<file path="src/rtl/riscv_dbus_ctrl_if.sv">
// Data-bus signal bundle between the MEM-stage bus controller (master) and memory (slave).
interface riscv_dbus_ctrl_if;
  logic        o_bus_req;
  logic        o_bus_we;
  logic [31:0] o_bus_addr;
  logic [3:0]  o_bus_be;
  logic [31:0] o_bus_wdata;
  logic        i_bus_gnt;
  logic        i_bus_rvalid;
  logic [31:0] i_bus_rdata;
  logic        i_bus_err;

  modport master (
    output o_bus_req, o_bus_we, o_bus_addr, o_bus_be, o_bus_wdata,
    input  i_bus_gnt, i_bus_rvalid, i_bus_rdata, i_bus_err
  );

  modport slave (
    input  o_bus_req, o_bus_we, o_bus_addr, o_bus_be, o_bus_wdata,
    output i_bus_gnt, i_bus_rvalid, i_bus_rdata, i_bus_err
  );
endinterface

</file>
<file path="src/rtl/riscv_dbus_ctrl.sv">
// MEM-stage data-bus controller: req/gnt/rvalid transactions, lane alignment and load extension.
// Optional access timeout enabled by defining RISCV_DBUS_TIMEOUT_EN.
module riscv_dbus_ctrl #(
  parameter int TIMEOUT_CYCLES = 256
) (
  input  logic        clk,
  input  logic        rst,
  input  logic        i_mem_reqM,
  input  logic        i_mem_weM,
  input  logic [2:0]  i_mem_funct3M,
  input  logic [31:0] i_mem_addrM,
  input  logic [31:0] i_mem_wdataM,
  output logic [31:0] o_mem_rdataM,
  output logic        o_bus_stallM,
  output logic        o_faultM,
  output logic        o_bus_errM,
  riscv_dbus_ctrl_if.master bus
);

  typedef enum logic [1:0] {S_IDLE, S_REQ, S_WAIT, S_DONE} state_t;

  state_t      state_q, state_d;
  logic        legal, start, rsp_take, tmo_hit, tmo_abort;
  logic        we_q, err_q;
  logic [31:0] addr_q, wdata_q, rdata_q;
  logic [3:0]  be_q;
  logic [2:0]  f3_q;
  logic [1:0]  off_q;

  if (TIMEOUT_CYCLES < 2) begin : g_bad_timeout
    $error("riscv_dbus_ctrl: TIMEOUT_CYCLES must be at least 2");
  end

  // funct3[1:0] is the size, funct3[2] the unsigned flag (loads only)
  function automatic logic access_legal(input logic we, input logic [2:0] f3,
                                        input logic [1:0] off);
    logic ok;
    case (f3[1:0])
      2'b00:   ok = 1'b1;
      2'b01:   ok = ~off[0];
      2'b10:   ok = (off == 2'b00);
      default: ok = 1'b0;
    endcase
    if (f3[2] && (we || f3[1])) ok = 1'b0;
    return ok;
  endfunction

  function automatic logic [3:0] byte_en(input logic [1:0] sz, input logic [1:0] off);
    case (sz)
      2'b00:   return 4'b0001 << off;
      2'b01:   return 4'b0011 << off;
      default: return 4'b1111;
    endcase
  endfunction

  function automatic logic [31:0] store_lanes(input logic [1:0] sz, input logic [31:0] wd);
    case (sz)
      2'b00:   return {4{wd[7:0]}};
      2'b01:   return {2{wd[15:0]}};
      default: return wd;
    endcase
  endfunction

  function automatic logic [31:0] load_align(input logic [2:0] f3, input logic [1:0] off,
                                             input logic [31:0] w);
    logic [31:0] lane;
    lane = w >> {off, 3'b000};
    case (f3)
      3'b000:  return {{24{lane[7]}}, lane[7:0]};
      3'b001:  return {{16{lane[15]}}, lane[15:0]};
      3'b100:  return {24'd0, lane[7:0]};
      3'b101:  return {16'd0, lane[15:0]};
      default: return w;
    endcase
  endfunction

  assign legal    = access_legal(i_mem_weM, i_mem_funct3M, i_mem_addrM[1:0]);
  assign start    = (state_q == S_IDLE) && i_mem_reqM && legal;
  assign rsp_take = (state_q == S_WAIT) && bus.i_bus_rvalid;

`ifdef RISCV_DBUS_TIMEOUT_EN
  localparam int CNT_W = $clog2(TIMEOUT_CYCLES + 1);
  logic [CNT_W-1:0] tmo_cnt_q;

  always_ff @(posedge clk) begin
    if (rst || start) begin
      tmo_cnt_q <= '0;
    end else if (state_q == S_REQ || state_q == S_WAIT) begin
      tmo_cnt_q <= tmo_cnt_q + 1'b1;
    end
  end

  // Hit on the last allowed cycle so DONE follows exactly TIMEOUT_CYCLES cycles of REQ+WAIT
  assign tmo_hit = (state_q == S_REQ || state_q == S_WAIT) &&
                   (tmo_cnt_q >= CNT_W'(TIMEOUT_CYCLES - 1));
`else
  assign tmo_hit = 1'b0;
`endif

  assign tmo_abort = tmo_hit && (((state_q == S_REQ) && !bus.i_bus_gnt) ||
                                 ((state_q == S_WAIT) && !bus.i_bus_rvalid));

  always_ff @(posedge clk) begin
    if (rst) state_q <= S_IDLE;
    else     state_q <= state_d;
  end

  always_comb begin
    state_d = state_q;
    case (state_q)
      S_IDLE: if (start) state_d = S_REQ;
      S_REQ: begin
        if (bus.i_bus_gnt)  state_d = S_WAIT;
        else if (tmo_abort) state_d = S_DONE;
      end
      S_WAIT: begin
        if (bus.i_bus_rvalid) state_d = S_DONE;
        else if (tmo_abort)   state_d = S_DONE;
      end
      S_DONE:  state_d = S_IDLE;
      default: state_d = S_IDLE;
    endcase
  end

  // Request capture in IDLE, response capture in WAIT
  always_ff @(posedge clk) begin
    if (rst) begin
      addr_q  <= '0;
      we_q    <= 1'b0;
      be_q    <= '0;
      wdata_q <= '0;
      rdata_q <= '0;
      err_q   <= 1'b0;
    end else begin
      if (start) begin
        addr_q  <= {i_mem_addrM[31:2], 2'b00};
        we_q    <= i_mem_weM;
        be_q    <= byte_en(i_mem_funct3M[1:0], i_mem_addrM[1:0]);
        wdata_q <= store_lanes(i_mem_funct3M[1:0], i_mem_wdataM);
      end
      if (rsp_take) begin
        rdata_q <= we_q ? 32'd0 : load_align(f3_q, off_q, bus.i_bus_rdata);
        err_q   <= bus.i_bus_err;
      end else if (tmo_abort) begin
        rdata_q <= 32'd0;
        err_q   <= 1'b1;
      end
    end
  end

  always_ff @(posedge clk) begin
    if (start) begin
      f3_q  <= i_mem_funct3M;
      off_q <= i_mem_addrM[1:0];
    end
  end

  assign bus.o_bus_req   = (state_q == S_REQ);
  assign bus.o_bus_we    = we_q;
  assign bus.o_bus_addr  = addr_q;
  assign bus.o_bus_be    = be_q;
  assign bus.o_bus_wdata = wdata_q;

  assign o_mem_rdataM = rdata_q;
  assign o_bus_errM   = (state_q == S_DONE) && err_q;
  assign o_faultM     = (state_q == S_IDLE) && i_mem_reqM && !legal;
  assign o_bus_stallM = i_mem_reqM && legal && (state_q != S_DONE);

endmodule

</file>
<file path="src/flat_wrapper.sv">
// flat-port wrapper written by rule: the top's interface ports become plain ports
module riscv_dbus_ctrl_flat 
#(
  parameter int TIMEOUT_CYCLES = 256
)
  (clk, rst, i_mem_reqM, i_mem_weM, i_mem_funct3M, i_mem_addrM, i_mem_wdataM, o_mem_rdataM, o_bus_stallM, o_faultM, o_bus_errM, bus_o_bus_req, bus_o_bus_we, bus_o_bus_addr, bus_o_bus_be, bus_o_bus_wdata, bus_i_bus_gnt, bus_i_bus_rvalid, bus_i_bus_rdata, bus_i_bus_err);
  riscv_dbus_ctrl_if bus_i ();
  input  logic clk;
  input  logic rst;
  input  logic i_mem_reqM;
  input  logic i_mem_weM;
  input  logic [2:0] i_mem_funct3M;
  input  logic [31:0] i_mem_addrM;
  input  logic [31:0] i_mem_wdataM;
  output logic [31:0] o_mem_rdataM;
  output logic o_bus_stallM;
  output logic o_faultM;
  output logic o_bus_errM;
  output wire logic [$bits(bus_i.o_bus_req)-1:0] bus_o_bus_req;
  output wire logic [$bits(bus_i.o_bus_we)-1:0] bus_o_bus_we;
  output wire logic [$bits(bus_i.o_bus_addr)-1:0] bus_o_bus_addr;
  output wire logic [$bits(bus_i.o_bus_be)-1:0] bus_o_bus_be;
  output wire logic [$bits(bus_i.o_bus_wdata)-1:0] bus_o_bus_wdata;
  input wire logic [$bits(bus_i.i_bus_gnt)-1:0] bus_i_bus_gnt;
  input wire logic [$bits(bus_i.i_bus_rvalid)-1:0] bus_i_bus_rvalid;
  input wire logic [$bits(bus_i.i_bus_rdata)-1:0] bus_i_bus_rdata;
  input wire logic [$bits(bus_i.i_bus_err)-1:0] bus_i_bus_err;
  assign bus_o_bus_req = bus_i.o_bus_req;
  assign bus_o_bus_we = bus_i.o_bus_we;
  assign bus_o_bus_addr = bus_i.o_bus_addr;
  assign bus_o_bus_be = bus_i.o_bus_be;
  assign bus_o_bus_wdata = bus_i.o_bus_wdata;
  assign bus_i.i_bus_gnt = bus_i_bus_gnt;
  assign bus_i.i_bus_rvalid = bus_i_bus_rvalid;
  assign bus_i.i_bus_rdata = bus_i_bus_rdata;
  assign bus_i.i_bus_err = bus_i_bus_err;
  riscv_dbus_ctrl #(.TIMEOUT_CYCLES(TIMEOUT_CYCLES)) u_core (.clk(clk), .rst(rst), .i_mem_reqM(i_mem_reqM), .i_mem_weM(i_mem_weM), .i_mem_funct3M(i_mem_funct3M), .i_mem_addrM(i_mem_addrM), .i_mem_wdataM(i_mem_wdataM), .o_mem_rdataM(o_mem_rdataM), .o_bus_stallM(o_bus_stallM), .o_faultM(o_faultM), .o_bus_errM(o_bus_errM), .bus(bus_i));
endmodule
</file>
<file path="config.mk">
export PLATFORM = sky130hd
export DESIGN_NAME = riscv_dbus_ctrl_flat
export DESIGN_NICKNAME = d
export VERILOG_FILES = /design/src/rtl/riscv_dbus_ctrl_if.sv /design/src/rtl/riscv_dbus_ctrl.sv /design/src/flat_wrapper.sv
export SDC_FILE = /design/constraint.sdc
export NUM_CORES = 1
export LEC_CHECK = 0
export ABC_AREA = 1
export ABC_CLOCK_PERIOD_IN_PS = 1900
export BUFFER_PORTS_ARGS = -buffer_cell sky130_fd_sc_hd__buf_2
export CORE_MARGIN = 3
export CORE_UTILIZATION = 47
export DETAILED_ROUTE_END_ITERATION = 6
export PLACE_DENSITY = 0.8
export RECOVER_POWER = 100
export SLEW_MARGIN = 20
export SYNTH_ARGS = -nofsm -noshare
export SYNTH_HDL_FRONTEND = slang
export SYNTH_SLANG_ARGS = --single-unit
</file>
<file path="constraint.sdc">
create_clock -name clk -period 1.9 [get_ports clk]
set_input_delay 0.095 -clock clk [delete_from_list [all_inputs] [get_ports clk]]
set_output_delay 0.095 -clock clk [all_outputs]
set_load 0.005 [all_outputs]
</file>
==> results of run 1 <==
## sequential cells by signal (all words and copies together) (netlist names)
| register | flops |
|---|---|
| u_core.bus.o_bus_addr | 30 |
| u_core.bus.o_bus_be | 4 |
| u_core.bus.o_bus_wdata | 32 |
| u_core.bus.o_bus_we | 1 |
| u_core.err_q | 1 |
| u_core.f3_q | 3 |
| u_core.o_mem_rdataM | 32 |
| u_core.off_q | 2 |
| u_core.state_q | 2 |
## layout make-up
type | count | share of cell area (%)
inverters | 38 | 2.209
repair buffers | 270 | 24.05
clock inverters | 6 | 0.8915
well taps | 133 | 2.578
flip-flops and latches | 107 | 33.95
diodes | 1 | 0.03876
clock buffers | 10 | 2.132
multi-input cells | 475 | 34.15
## path summary, 6_finish.rpt
kind | slack (ns) | end
worst max register to register | 0.21 | u_core.o_mem_rdataM[4]$_SDFFE_PP0P_
worst min register to register | 0.47 | u_core.o_mem_rdataM[16]$_SDFFE_PP0P_
worst max-delay path | 0.07 | u_core.bus.o_bus_wdata[25]$_SDFFE_PP0P_
worst min-delay path | 0.01 | u_core.bus.o_bus_we$_SDFFE_PP0P_
## routing by layer
| metal | global-route usage (%) | up-vias | wire, um |
|---|---|---|---|
| met5 | 0 | - | 0 |
| met2 | 48.74 | 251 | 7995 |
| met4 | 9.224 | 0 | 273 |
| met1 | 33.07 | 2460 | 6262 |
| li1 | - | 2661 | - |
| met3 | 8.669 | 27 | 1592 |
## kinds of logic (layout without fill, tap and decap cells)
kind of cell,count (synthesis),after routing
adders and majority gates,5,5
DFF,107,107
buffers and inverters,83,324
other,1,3
AOI/OAI and AO/OA,198,198
and+or+nand+nor,270,270
## report_power, final
part | total, mW | internal [mW] | leakage (nW) | switching, mW
registers | 2.70 | 2.54 | 0.876 | 0.161
clock network | 1.40 | 0.542 | 0.0980 | 0.854
logic | 1.59 | 0.636 | 1.89 | 0.951
## worst max-delay path, stage by stage
cell and delay [ns]:
buf_2 0.09, clkbuf_1 0.85, nor2_1 0.20, buf_4 0.24
a22o_1 0.24, a21oi_1 0.22, a21oi_1 0.13
## placed cells by master (no fill, tap or decap), drive strengths merged, types with 9 or more instances in the layout
master	n
inv	40
dlygate4sd3	48
a31oi	17
nand3	9
nand2	140
clkbuf	85
o21ai	81
a21oi	74
buf	147
dfxtp	102
nor2	116
==> impl_results.html, run 1 <==
<table>
<tr><th>Metric</th><th>Value</th></tr>
<tr><th colspan="2">Power</th></tr>
<tr><td>Static leakage</td><td>2.867 nW</td></tr>
<tr><td>Worst IR drop on VDD</td><td>0.0006040 V</td></tr>
<tr><td>Overall power</td><td>5.685 mW</td></tr>
<tr><td>Pwr Density</td><td>880.6 nW/um2</td></tr>
<tr><th colspan="2">Route</th></tr>
<tr><td>DR vias</td><td>5399</td></tr>
<tr><td>Routed length per placed instance</td><td>15.50 um</td></tr>
<tr><td>Remaining number of nets flagged by the antenna check after routing</td><td>0</td></tr>
<tr><td>Routed vias/inst</td><td>5.191</td></tr>
<tr><td>Number of iterations in the first detailed-routing pass</td><td>5</td></tr>
<tr><td>Drc violations</td><td>0</td></tr>
<tr><td>Wire length after detailed routing</td><td>16120 um</td></tr>
<tr><td>Starting DRC count in detailed routing</td><td>374</td></tr>
<tr><th colspan="2">Critical path</th></tr>
<tr><td>Crit. End Element</td><td>flop</td></tr>
<tr><td>R2r startpoint</td><td>u_core.off_q[0]$_DFFE_PP_</td></tr>
<tr><td>Arrival time at the worst endpoint</td><td>2.08 ns</td></tr>
<tr><td>Required time of the critical path</td><td>2.15 ns</td></tr>
<tr><td>CP Launch Point</td><td>i_mem_funct3M[1]</td></tr>
<tr><td>Type of the worst setup path</td><td>primary input to flop</td></tr>
<tr><td>Worst r2r path cells</td><td>5</td></tr>
<tr><td>Crit start category</td><td>primary input</td></tr>
<tr><td>Critical path fanouts, max</td><td>27</td></tr>
<tr><th colspan="2">Synth</th></tr>
<tr><td>Leading cell types by count after synthesis</td><td>136 x nand2_1, 114 x nor2_1, 102 x dfxtp_1</td></tr>
<tr><td>Yosys cell types</td><td>29</td></tr>
<tr><td>Adder and majority gate portion of the synthesized area</td><td>1.307%</td></tr>
<tr><td>Top area cells in the synthesized netlist</td><td>dfxtp_1 43%, nand2_1 11%, nor2_1 8.9%, o21ai_0 8.4%, a21oi_1 7.7%</td></tr>
<tr><td>Synthesized area</td><td>4786 um2</td></tr>
<tr><td>Portion of netlist area occupied by mux cells</td><td>0%</td></tr>
<tr><td>Post-synth EDFFs</td><td>5</td></tr>
<tr><td>Combinational family with the most area after synthesis</td><td>compound AO/OA/AOI/OAI gates</td></tr>
<tr><td>Portion of synthesized cell area occupied by the leading cell type</td><td>42.67%</td></tr>
<tr><td>Most repeated cell in the gate-level netlist after synthesis</td><td>nand2_1</td></tr>
<tr><td>Most area-hungry cell type in the Yosys netlist</td><td>dfxtp_1</td></tr>
<tr><td>Proportion of register bits with asynchronous set or reset after synthesis</td><td>0%</td></tr>
<tr><td>#FFs+latches synth</td><td>107</td></tr>
<tr><td>Yosys warns</td><td>0</td></tr>
<tr><td>Compound-gate portion of the synthesized area</td><td>22.46%</td></tr>
<tr><td>Sequential-to-total area share from yosys stat</td><td>45.80%</td></tr>
<tr><td>Commonest register cell after synthesis</td><td>dfxtp_1</td></tr>
<tr><td>Gate count of the mapped netlist</td><td>664</td></tr>
<tr><td>Xor-xnor portion of the synthesized cell area</td><td>0%</td></tr>
<tr><td>Simple-Gate Fraction of Synth Area</td><td>22.20%</td></tr>
<tr><td>Avg Cell Area, Syn</td><td>7.208 um2</td></tr>
<tr><th colspan="2">CTS</th></tr>
<tr><td>H-tree depth</td><td>3</td></tr>
<tr><td>Maximum buffer depth of the clock tree</td><td>2</td></tr>
<tr><td>Resize count post-CTS</td><td>0</td></tr>
<tr><td>Clock latency of the later-clocked register in the worst-skew pair</td><td>0.37 ns</td></tr>
<tr><td>TritonCTS sink count</td><td>107</td></tr>
<tr><td>Cell at the root of the clock tree</td><td>clkbuf_8</td></tr>
<tr><td>Setup bufs post-CTS</td><td>0</td></tr>
<tr><td>Clock tree from TritonCTS</td><td>built</td></tr>
<tr><td>Number of CTS-inserted buffers</td><td>9</td></tr>
<tr><td>Hold-fix buffers at CTS</td><td>48</td></tr>
<tr><td>Clock Pin Slew Worst Setup and Hold Paths</td><td>0.11 ns</td></tr>
<tr><th colspan="2">Placed design</th></tr>
<tr><td>Placement Cell Area</td><td>5892 um2</td></tr>
<tr><td>Minimum setup slack after placement</td><td>0.2737 ns</td></tr>
<tr><td>Weighted congestion reported at the end of routability-driven placement</td><td>0.9608</td></tr>
<tr><td>Hpwl dp</td><td>10680 um</td></tr>
<tr><td>Count of buffers from port buffering</td><td>208</td></tr>
<tr><td>Dpl cells</td><td>975</td></tr>
<tr><th colspan="2">Layout</th></tr>
<tr><td>Register Area</td><td>2192 um2</td></tr>
<tr><td>Filler cell count</td><td>923</td></tr>
<tr><td>Filler-free cell count of the finished design</td><td>1040</td></tr>
<tr><td>Fin util</td><td>65.75%</td></tr>
<tr><td>Fraction of final layout cells with drive strength greater than 1</td><td>19.21%</td></tr>
<tr><td>Combined area of the multi-input logic cells</td><td>2205 um2</td></tr>
<tr><td>Final non-filler cell area</td><td>6456 um2</td></tr>
<tr><td>Number of nets in the finished design</td><td>1012</td></tr>
<tr><td>Area grow syn2layout</td><td>34.90%</td></tr>
<tr><th colspan="2">Die</th></tr>
<tr><td>Horiz. Die Dim</td><td>106.9 um</td></tr>
<tr><td>Rows</td><td>36</td></tr>
<tr><td>I/O pin count</td><td>211</td></tr>
<tr><td>Die footprint</td><td>11430 um2</td></tr>
<tr><td>Starting Density</td><td>48.74%</td></tr>
<tr><td>Area inside the core boundary</td><td>9819 um2</td></tr>
<tr><td>Die height</td><td>106.9 um</td></tr>
<tr><th colspan="2">Min path</th></tr>
<tr><td>Number of cells traversed by the worst hold path</td><td>3</td></tr>
<tr><td>Startpoint of the tightest hold check path</td><td>i_mem_weM</td></tr>
<tr><td>Hold crit path type</td><td>primary input to flop</td></tr>
<tr><th colspan="2">Status</th></tr>
<tr><td>Outcome</td><td>completed</td></tr>
<tr><th colspan="2">Timing</th></tr>
<tr><td>Max Clock Freq</td><td>546.3 MHz</td></tr>
<tr><td>Final worst path period share</td><td>96.33%</td></tr>
<tr><td>Max Slew Vio Count</td><td>0</td></tr>
<tr><td>Post-layout minimum cycle time</td><td>1.830 ns</td></tr>
<tr><td>Final hold violations</td><td>0</td></tr>
<tr><td>Total Neg Setup Slack</td><td>0 ns</td></tr>
<tr><td>Setup Skew</td><td>0.01482 ns</td></tr>
<tr><td>Setup repair after global routing missed its margin</td><td>no</td></tr>
<tr><td>Worst Hold Slack</td><td>0.01266 ns</td></tr>
<tr><td>Worst-case headroom to the max-slew limit</td><td>22.30%</td></tr>
<tr><td>Worst Tran Pin Value</td><td>1.165 ns</td></tr>
<tr><td>Least setup slack across all paths after layout</td><td>0.06965 ns</td></tr>
<tr><td>Final number of setup-violating endpoints</td><td>0</td></tr>
<tr><th colspan="2">GRT</th></tr>
<tr><td>Via count of the first global-routing pass</td><td>5202</td></tr>
<tr><td>Pin count of the biggest net entering global routing</td><td>74</td></tr>
<tr><td>Global-route wire length before repair</td><td>25830 um</td></tr>
<tr><td>Antenna violations before repair</td><td>0</td></tr>
<tr><td>Grt ovf</td><td>0</td></tr>
<tr><td>GRT Overall Usage</td><td>28.11%</td></tr>
<tr><th colspan="2">Run</th></tr>
<tr><td>Total of max-cap violations</td><td>0</td></tr>
</table>
Note: power is estimated with default switching activity, not from simulation.
==> run 2: changes to the inputs <==
- ABC_AREA: 1 -> default
==> run 2 against run 1 <==
- register-to-register slack worse by 0.07 ns
- cell area about the same
- critical endpoint is now u_core.bus.o_bus_wdata[14]$_SDFFE_PP0P_
- first-iteration DRC count shrank 45%
- critical path type unchanged
- clock skew is 0.00055 ns lower
- clock-buffer cell count stayed put
- die area decreased by 1.3%
- power down 5.5%
==> impl_results.html, run 2 <==
<table>
<tr><th>Metric</th><th>Value</th></tr>
<tr><th colspan="2">Status</th></tr>
<tr><td>Outcome</td><td>completed</td></tr>
<tr><th colspan="2">Synth</th></tr>
<tr><td>Gate count of the mapped netlist</td><td>557</td></tr>
<tr><td>Proportion of register bits with asynchronous set or reset after synthesis</td><td>0%</td></tr>
<tr><td>Most area-hungry cell type in the Yosys netlist</td><td>dfxtp_1</td></tr>
<tr><td>Yosys cell types</td><td>45</td></tr>
<tr><td>Sequential-to-total area share from yosys stat</td><td>46.45%</td></tr>
<tr><td>Post-synth EDFFs</td><td>5</td></tr>
<tr><td>Leading cell types by count after synthesis</td><td>131 x nand2_1, 102 x dfxtp_1, 65 x a21oi_1</td></tr>
<tr><td>#FFs+latches synth</td><td>107</td></tr>
<tr><td>Yosys warns</td><td>0</td></tr>
<tr><td>Avg Cell Area, Syn</td><td>8.473 um2</td></tr>
<tr><td>Portion of synthesized cell area occupied by the leading cell type</td><td>43.27%</td></tr>
<tr><td>Most repeated cell in the gate-level netlist after synthesis</td><td>nand2_1</td></tr>
<tr><td>Commonest register cell after synthesis</td><td>dfxtp_1</td></tr>
<tr><td>Top area cells in the synthesized netlist</td><td>dfxtp_1 43%, nand2_1 10%, a21oi_1 6.9%, mux2i_1 5.9%, o21ai_0 3.9%</td></tr>
<tr><td>Synthesized area</td><td>4720 um2</td></tr>
<tr><th colspan="2">Placed design</th></tr>
<tr><td>Dpl cells</td><td>872</td></tr>
<tr><td>Weighted congestion reported at the end of routability-driven placement</td><td>0.9050</td></tr>
<tr><td>Hpwl dp</td><td>10710 um</td></tr>
<tr><td>Count of buffers from port buffering</td><td>208</td></tr>
<tr><th colspan="2">Min path</th></tr>
<tr><td>Hold crit path type</td><td>primary input to flop</td></tr>
<tr><th colspan="2">Timing</th></tr>
<tr><td>Final hold violations</td><td>0</td></tr>
<tr><td>Post-layout minimum cycle time</td><td>1.819 ns</td></tr>
<tr><td>Final worst path period share</td><td>95.74%</td></tr>
<tr><td>Final number of setup-violating endpoints</td><td>0</td></tr>
<tr><td>Worst-case headroom to the max-slew limit</td><td>30.20%</td></tr>
<tr><td>Worst Tran Pin Value</td><td>1.047 ns</td></tr>
<tr><td>Worst Hold Slack</td><td>0.02294 ns</td></tr>
<tr><td>Max Slew Vio Count</td><td>0</td></tr>
<tr><td>Setup Skew</td><td>0.01427 ns</td></tr>
<tr><td>Max Clock Freq</td><td>549.7 MHz</td></tr>
<tr><th colspan="2">Layout</th></tr>
<tr><td>Filler-free cell count of the finished design</td><td>930</td></tr>
<tr><td>Number of nets in the finished design</td><td>907</td></tr>
<tr><td>Fin util</td><td>67.98%</td></tr>
<tr><td>Leading cell type in the layout, fill and taps excluded</td><td>buf_2</td></tr>
<tr><td>Area grow syn2layout</td><td>36.88%</td></tr>
<tr><td>Number of antenna repair diodes</td><td>0</td></tr>
<tr><td>Fraction of final layout cells with drive strength greater than 1</td><td>24.34%</td></tr>
<tr><td>Most frequent cells in the layout</td><td>143 x buf_2, 131 x nand2_1, 102 x dfxtp_1</td></tr>
<tr><th colspan="2">CTS</th></tr>
<tr><td>Clock tree from TritonCTS</td><td>built</td></tr>
<tr><td>Clock Pin Slew Worst Setup and Hold Paths</td><td>0.11 ns</td></tr>
<tr><td>Clock latency of the later-clocked register in the worst-skew pair</td><td>0.36 ns</td></tr>
<tr><td>H-tree depth</td><td>3</td></tr>
<tr><td>Number of CTS-inserted buffers</td><td>9</td></tr>
<tr><td>TritonCTS sink count</td><td>107</td></tr>
<tr><td>Cell at the root of the clock tree</td><td>clkbuf_8</td></tr>
<tr><td>Maximum buffer depth of the clock tree</td><td>2</td></tr>
<tr><th colspan="2">Power</th></tr>
<tr><td>Pwr Density</td><td>832.0 nW/um2</td></tr>
<tr><td>Static leakage</td><td>2.657 nW</td></tr>
<tr><td>Worst IR drop on VDD</td><td>0.0005263 V</td></tr>
<tr><th colspan="2">GRT</th></tr>
<tr><td>Antenna violations before repair</td><td>0</td></tr>
<tr><td>Global-route wire length before repair</td><td>24120 um</td></tr>
<tr><td>Grt ovf</td><td>0</td></tr>
<tr><td>GRT Overall Usage</td><td>26.32%</td></tr>
<tr><td>Pin count of the biggest net entering global routing</td><td>79</td></tr>
<tr><td>Via count of the first global-routing pass</td><td>4943</td></tr>
<tr><th colspan="2">Critical path</th></tr>
<tr><td>Arrival time at the worst endpoint</td><td>2.08 ns</td></tr>
<tr><td>Type of the worst setup path</td><td>primary input to flop</td></tr>
<tr><td>Worst stage delay on the critical path</td><td>0.53 ns</td></tr>
<tr><td>Crit start category</td><td>primary input</td></tr>
<tr><td>Worst path slowest cell</td><td>dlygate4sd3_1</td></tr>
<tr><td>Crit-path cells</td><td>dlygate4sd3_1 -&gt; clkbuf_1 -&gt; or4_4 -&gt; a21o_2 -&gt; clkinv_4 -&gt; buf_12 -&gt; nor2_1 -&gt; a311oi_2</td></tr>
<tr><td>Critical path fanouts, max</td><td>25</td></tr>
<tr><td>Crit. End Element</td><td>flop</td></tr>
<tr><td>Required time of the critical path</td><td>2.16 ns</td></tr>
<tr><th colspan="2">Die</th></tr>
<tr><td>Die footprint</td><td>11280 um2</td></tr>
<tr><td>Area inside the core boundary</td><td>9503 um2</td></tr>
<tr><td>Die height</td><td>106.2 um</td></tr>
<tr><td>Starting Density</td><td>49.66%</td></tr>
<tr><td>I/O pin count</td><td>211</td></tr>
<tr><td>Rows</td><td>35</td></tr>
<tr><td>Horiz. Die Dim</td><td>106.2 um</td></tr>
<tr><th colspan="2">Route</th></tr>
<tr><td>Remaining number of nets flagged by the antenna check after routing</td><td>0</td></tr>
<tr><td>Starting DRC count in detailed routing</td><td>205</td></tr>
<tr><td>Routed vias/inst</td><td>5.422</td></tr>
<tr><td>Drc violations</td><td>0</td></tr>
<tr><td>Routed length per placed instance</td><td>16.14 um</td></tr>
<tr><td>Number of iterations in the first detailed-routing pass</td><td>5</td></tr>
<tr><td>Wire length after detailed routing</td><td>15010 um</td></tr>
<tr><td>DR vias</td><td>5042</td></tr>
<tr><th colspan="2">Run</th></tr>
<tr><td>Total of max-cap violations</td><td>0</td></tr>
</table>
## run 2: changes by cell type after synthesis, moves of 9 or more
cell	change
a211oi_1	+9
a21oi_1	-9
a22oi_1	+15
a31oi_1	-17
inv_1	-22
mux2i_1	+28
nor2_1	-87
o21ai_0	-43
o22ai_1	+10
## run 2: cell type report
| cell class | instances | area (um2) |
|---|---|---|
| Tap cell | 129 | 161.4 |
| Sequential cell | 107 | 2192 |
| Fill cell | 825 | 3043 |
| Timing Repair Buffer | 271 | 1578 |
| Clock buffer | 10 | 137.6 |
| Inverter | 12 | 50.05 |
| Multi-Input combinational cell | 395 | 2268 |
| Clock inverter | 6 | 72.57 |
## run 2: where the power goes
| group | internal [mW] | total [mW] | switching (mW) |
|---|---|---|---|
| clock network | 0.658 | 1.45 | 0.795 |
| logic | 0.582 | 1.32 | 0.738 |
| registers | 2.47 | 2.60 | 0.129 |
| total | 3.71 | 5.37 | 1.66 |
## run 2: logic make-up after synthesis
kind of cell    after synthesis  synth area share, %
simple gates                183                15.88
mux                          29                6.416
flops                       107                46.45
buf+inv                      56                6.098
fa+ha+maj                     5                1.326
other cells                   1              0.07946
compound gates              176                23.75
## run 2: layer usage
layer	GRT usage (%)	part of all wire (%)	up-vias
li1	-	-	2434
met1	31.17	38	2346
met2	46.24	51	218
met3	5.889	7.6	44
met4	10.08	3.3	0
met5	0	0	-
## run 2: per-stage QoR
stage	total power [mW]	TNS [ns]	cell area (um2)	setup slack (ns)
after CTS	5.417	0	6491	0.06476
after global placement	3.858	0	5884	0.09840
final	5.375	0	6460	0.08094
after detailed placement	3.910	-0.03224	5884	-0.03224
after global routing	5.677	-0.005304	6460	-0.004969
after floorplan	3.373	0	4723	0.1520
## run 2: path summary, 6_finish.rpt
kind                                                           from                                       to  slack [ns]  depth (start not counted)
worst max-delay path                               i_mem_funct3M[2]  u_core.bus.o_bus_wdata[14]$_SDFFE_PP0P_        0.08                          8
worst min-delay path                             bus_i_bus_rdata[2]      u_core.o_mem_rdataM[2]$_SDFFE_PP0P_        0.02                          3
worst max register to register       u_core.state_q[0]$_SDFFE_PP0P_     u_core.o_mem_rdataM[18]$_SDFFE_PP0P_        0.14                          8
worst min register to register  u_core.o_mem_rdataM[6]$_SDFFE_PP0P_      u_core.o_mem_rdataM[6]$_SDFFE_PP0P_        0.45                          2
## run 2: what timing repair did
item / in CTS / in global routing
endpoints found under the setup margin: 2 / 13
cloned: 0 / 1
hold buffers: 39 / 2
setup buffers: 0 / 0
hold endpoints to repair: 39 / 2
resized for setup: 1 / 7
pin swaps: 0 / 1
## run 2: worst max-delay path, delay by kind of cell
family	cells	cell delay [ns]
and+or+nand+nor	2	0.50
AOI/OAI and AO/OA	2	0.49
buffers and inverters	4	1.00
==> run 3: changes to the inputs <==
- CORE_MARGIN: 3 -> default
==> run 3 against run 2 <==
- setup slack worse by 0.025 ns
- largest cell class unchanged
- non-clock buffer count up 2
- clock skew down 0.0058 ns
- power down 1.4%
- global-route usage up 0.83 points
- sequential power about the same
- sequential share of layout area up 0.086 points
- hold slack worse by 0.0043 ns
- core utilization down 2.1 points
- via count up 1.0%
- routed wire length down 3.0%
- fmax down 1.3%
==> impl_results.html, run 3 (synthesized netlist as in run 2, its figures left out) <==
<table>
<tr><th>Metric</th><th>Value</th></tr>
<tr><th colspan="2">Die</th></tr>
<tr><td>Die footprint</td><td>10450 um2</td></tr>
<tr><td>Area inside the core boundary</td><td>9774 um2</td></tr>
<tr><td>Rows</td><td>36</td></tr>
<tr><td>Horiz. Die Dim</td><td>102.2 um</td></tr>
<tr><td>Starting Density</td><td>48.28%</td></tr>
<tr><td>I/O pin count</td><td>211</td></tr>
<tr><td>Die height</td><td>102.2 um</td></tr>
<tr><th colspan="2">Layout</th></tr>
<tr><td>Leading cell type in the layout, fill and taps excluded</td><td>buf_2</td></tr>
<tr><td>Fraction of final layout cells with drive strength greater than 1</td><td>23.26%</td></tr>
<tr><td>Area grow syn2layout</td><td>36.53%</td></tr>
<tr><td>Number of antenna repair diodes</td><td>0</td></tr>
<tr><td>Most frequent cells in the layout</td><td>134 x buf_2, 131 x nand2_1, 102 x dfxtp_1</td></tr>
<tr><td>Filler cell count</td><td>864</td></tr>
<tr><td>Number of nets in the finished design</td><td>910</td></tr>
<tr><td>Combined area of the multi-input logic cells</td><td>2258 um2</td></tr>
<tr><td>Filler-free cell count of the finished design</td><td>937</td></tr>
<tr><td>Register Area</td><td>2192 um2</td></tr>
<tr><td>Fin util</td><td>65.92%</td></tr>
<tr><th colspan="2">CTS</th></tr>
<tr><td>Number of CTS-inserted buffers</td><td>9</td></tr>
<tr><td>Clock Pin Slew Worst Setup and Hold Paths</td><td>0.10 ns</td></tr>
<tr><td>Cell at the root of the clock tree</td><td>clkbuf_8</td></tr>
<tr><td>Clock latency of the later-clocked register in the worst-skew pair</td><td>0.37 ns</td></tr>
<tr><td>H-tree depth</td><td>3</td></tr>
<tr><td>TritonCTS sink count</td><td>107</td></tr>
<tr><td>Maximum buffer depth of the clock tree</td><td>2</td></tr>
<tr><td>Clock tree from TritonCTS</td><td>built</td></tr>
<tr><th colspan="2">Placed design</th></tr>
<tr><td>Dpl cells</td><td>876</td></tr>
<tr><td>Weighted congestion reported at the end of routability-driven placement</td><td>0.8793</td></tr>
<tr><td>Hpwl dp</td><td>10180 um</td></tr>
<tr><td>Count of buffers from port buffering</td><td>208</td></tr>
<tr><th colspan="2">Critical path</th></tr>
<tr><td>R2r startpoint</td><td>u_core.state_q[0]$_SDFFE_PP0P_</td></tr>
<tr><td>Worst reg2reg setup slack</td><td>0.15 ns</td></tr>
<tr><td>Worst stage delay on the critical path</td><td>0.53 ns</td></tr>
<tr><td>Crit start category</td><td>primary input</td></tr>
<tr><td>RR Endpoint</td><td>u_core.o_mem_rdataM[14]$_SDFFE_PP0P_</td></tr>
<tr><td>Crit. End Element</td><td>flop</td></tr>
<tr><td>CP Launch Point</td><td>i_mem_addrM[1]</td></tr>
<tr><td>Worst path slowest cell</td><td>dlygate4sd3_1</td></tr>
<tr><td>Crit-path cells</td><td>dlygate4sd3_1 -&gt; buf_2 -&gt; or4_4 -&gt; a21o_4 -&gt; buf_6 -&gt; buf_12 -&gt; nand2_1 -&gt; a21oi_1</td></tr>
<tr><td>Critical path fanouts, max</td><td>33</td></tr>
<tr><td>Required time of the critical path</td><td>2.12 ns</td></tr>
<tr><td>Worst r2r path cells</td><td>6</td></tr>
<tr><td>Arrival time at the worst endpoint</td><td>2.06 ns</td></tr>
<tr><td>Type of the worst setup path</td><td>primary input to flop</td></tr>
<tr><td>Crit path capture</td><td>u_core.bus.o_bus_addr[14]$_SDFFE_PP0P_</td></tr>
<tr><th colspan="2">Timing</th></tr>
<tr><td>Setup repair after global routing missed its margin</td><td>yes</td></tr>
<tr><td>Final number of setup-violating endpoints</td><td>0</td></tr>
<tr><td>Post-layout minimum cycle time</td><td>1.844 ns</td></tr>
<tr><td>Worst Hold Slack</td><td>0.01862 ns</td></tr>
<tr><td>Max Slew Vio Count</td><td>0</td></tr>
<tr><td>Final hold violations</td><td>0</td></tr>
<tr><td>Max Clock Freq</td><td>542.3 MHz</td></tr>
<tr><td>Setup Skew</td><td>0.008513 ns</td></tr>
<tr><td>Worst-case headroom to the max-slew limit</td><td>29.89%</td></tr>
<tr><td>Worst Tran Pin Value</td><td>1.052 ns</td></tr>
<tr><td>Total Neg Setup Slack</td><td>0 ns</td></tr>
<tr><td>Final worst path period share</td><td>97.05%</td></tr>
<tr><th colspan="2">Min path</th></tr>
<tr><td>Hold crit path type</td><td>primary input to flop</td></tr>
<tr><th colspan="2">GRT</th></tr>
<tr><td>GRT Overall Usage</td><td>27.15%</td></tr>
<tr><td>Grt ovf</td><td>0</td></tr>
<tr><td>Via count of the first global-routing pass</td><td>4689</td></tr>
<tr><td>Antenna violations before repair</td><td>0</td></tr>
<tr><td>Pin count of the biggest net entering global routing</td><td>63</td></tr>
<tr><td>Global-route wire length before repair</td><td>22110 um</td></tr>
<tr><th colspan="2">Route</th></tr>
<tr><td>Drc violations</td><td>0</td></tr>
<tr><td>Routed length per placed instance</td><td>15.54 um</td></tr>
<tr><td>Number of iterations in the first detailed-routing pass</td><td>5</td></tr>
<tr><td>Remaining number of nets flagged by the antenna check after routing</td><td>0</td></tr>
<tr><td>Wire length after detailed routing</td><td>14560 um</td></tr>
<tr><td>DR vias</td><td>5093</td></tr>
<tr><td>Starting DRC count in detailed routing</td><td>202</td></tr>
<tr><td>Routed vias/inst</td><td>5.435</td></tr>
<tr><th colspan="2">Power</th></tr>
<tr><td>Overall power</td><td>5.301 mW</td></tr>
<tr><td>Static leakage</td><td>2.630 nW</td></tr>
<tr><td>Worst IR drop on VDD</td><td>0.0004054 V</td></tr>
<tr><td>Pwr Density</td><td>822.6 nW/um2</td></tr>
<tr><th colspan="2">Run</th></tr>
<tr><td>Total of max-cap violations</td><td>0</td></tr>
<tr><th colspan="2">Status</th></tr>
<tr><td>Outcome</td><td>completed</td></tr>
</table>
-- run 3: cell types whose count changed in the layout (fill, tap and decap cells not counted), sizes merged --
| cell | previous run | this run |
|---|---|---|
| buf | 164 | 156 |
| clkbuf | 76 | 84 |
| inv | 11 | 15 |
| bufinv | 1 | 0 |
| clkinvlp | 1 | 0 |
| dlygate4sd3 | 41 | 42 |
-- run 3: worst min path at each step --
| stage | start | to | slack (ns) | cells after the start |
|---|---|---|---|---|
| after floorplan | i_mem_funct3M[0] | u_core.f3_q[0]$_DFFE_PP_ | 0.19 | 0 |
| after global placement | i_mem_funct3M[2] | u_core.f3_q[2]$_DFFE_PP_ | 0.32 | 1 |
| after detailed placement | i_mem_funct3M[2] | u_core.f3_q[2]$_DFFE_PP_ | 0.34 | 1 |
| after CTS | i_mem_wdataM[15] | u_core.bus.o_bus_wdata[15]$_SDFFE_PP0P_ | 0.0006 | 3 |
| after global routing | i_mem_wdataM[15] | u_core.bus.o_bus_wdata[15]$_SDFFE_PP0P_ | 0.02 | 3 |
| final | bus_i_bus_rvalid | u_core.err_q$_SDFFE_PP0P_ | 0.02 | 3 |
-- run 3: report_power, final --
part           internal (mW)  switching [mW]  total [mW]
registers               2.47           0.128        2.60
clock network          0.505           0.846        1.35
logic                  0.599           0.749        1.35
-- run 3: repair_timing --
action | in CTS | in global routing
cloned | 0 | 1
gates resized for setup | 1 | 8
endpoints found under the setup margin | 1 | 85
pin swaps | 0 | 1
endpoints found under the hold margin | 42 | 0
hold buffers | 42 | 0
buffers inserted | 0 | 2
-- run 3: through the flow --
step | instance area, um2 | worst slack, ns
after floorplan | 4723 | 0.1520
after global placement | 5877 | 0.1392
after detailed placement | 5877 | 0.03605
after CTS | 6485 | 0.005085
after global routing | 6444 | -0.01180
final | 6444 | 0.05614
-- run 3: final cells by class --
type / count / area share [%]
inverter: 12 / 0.8932
clock buffer: 9 / 1.922
sequential: 107 / 34.02
tap: 133 / 2.583
timing repair buffer: 273 / 24.47
multi-input combinational: 395 / 35.05
clock inverter: 7 / 0.9320
timing repair inverter: 1 / 0.1359
-- run 3: worst max-delay path, delay by kind of cell --
family                 cells  cell delay [ns]
buffers and inverters      4             1.04
AOI/OAI and AO/OA          2             0.32
and+or+nand+nor            2             0.58
-- run 3: per-layer routing --
metal  GRT usage (%)  up-vias  wire, um
met4           12.42        0       441
met1           31.47     2363      5513
met2           47.44      261      7393
met3           6.430       38      1213
met5               0        -         0
li1                -     2431         -
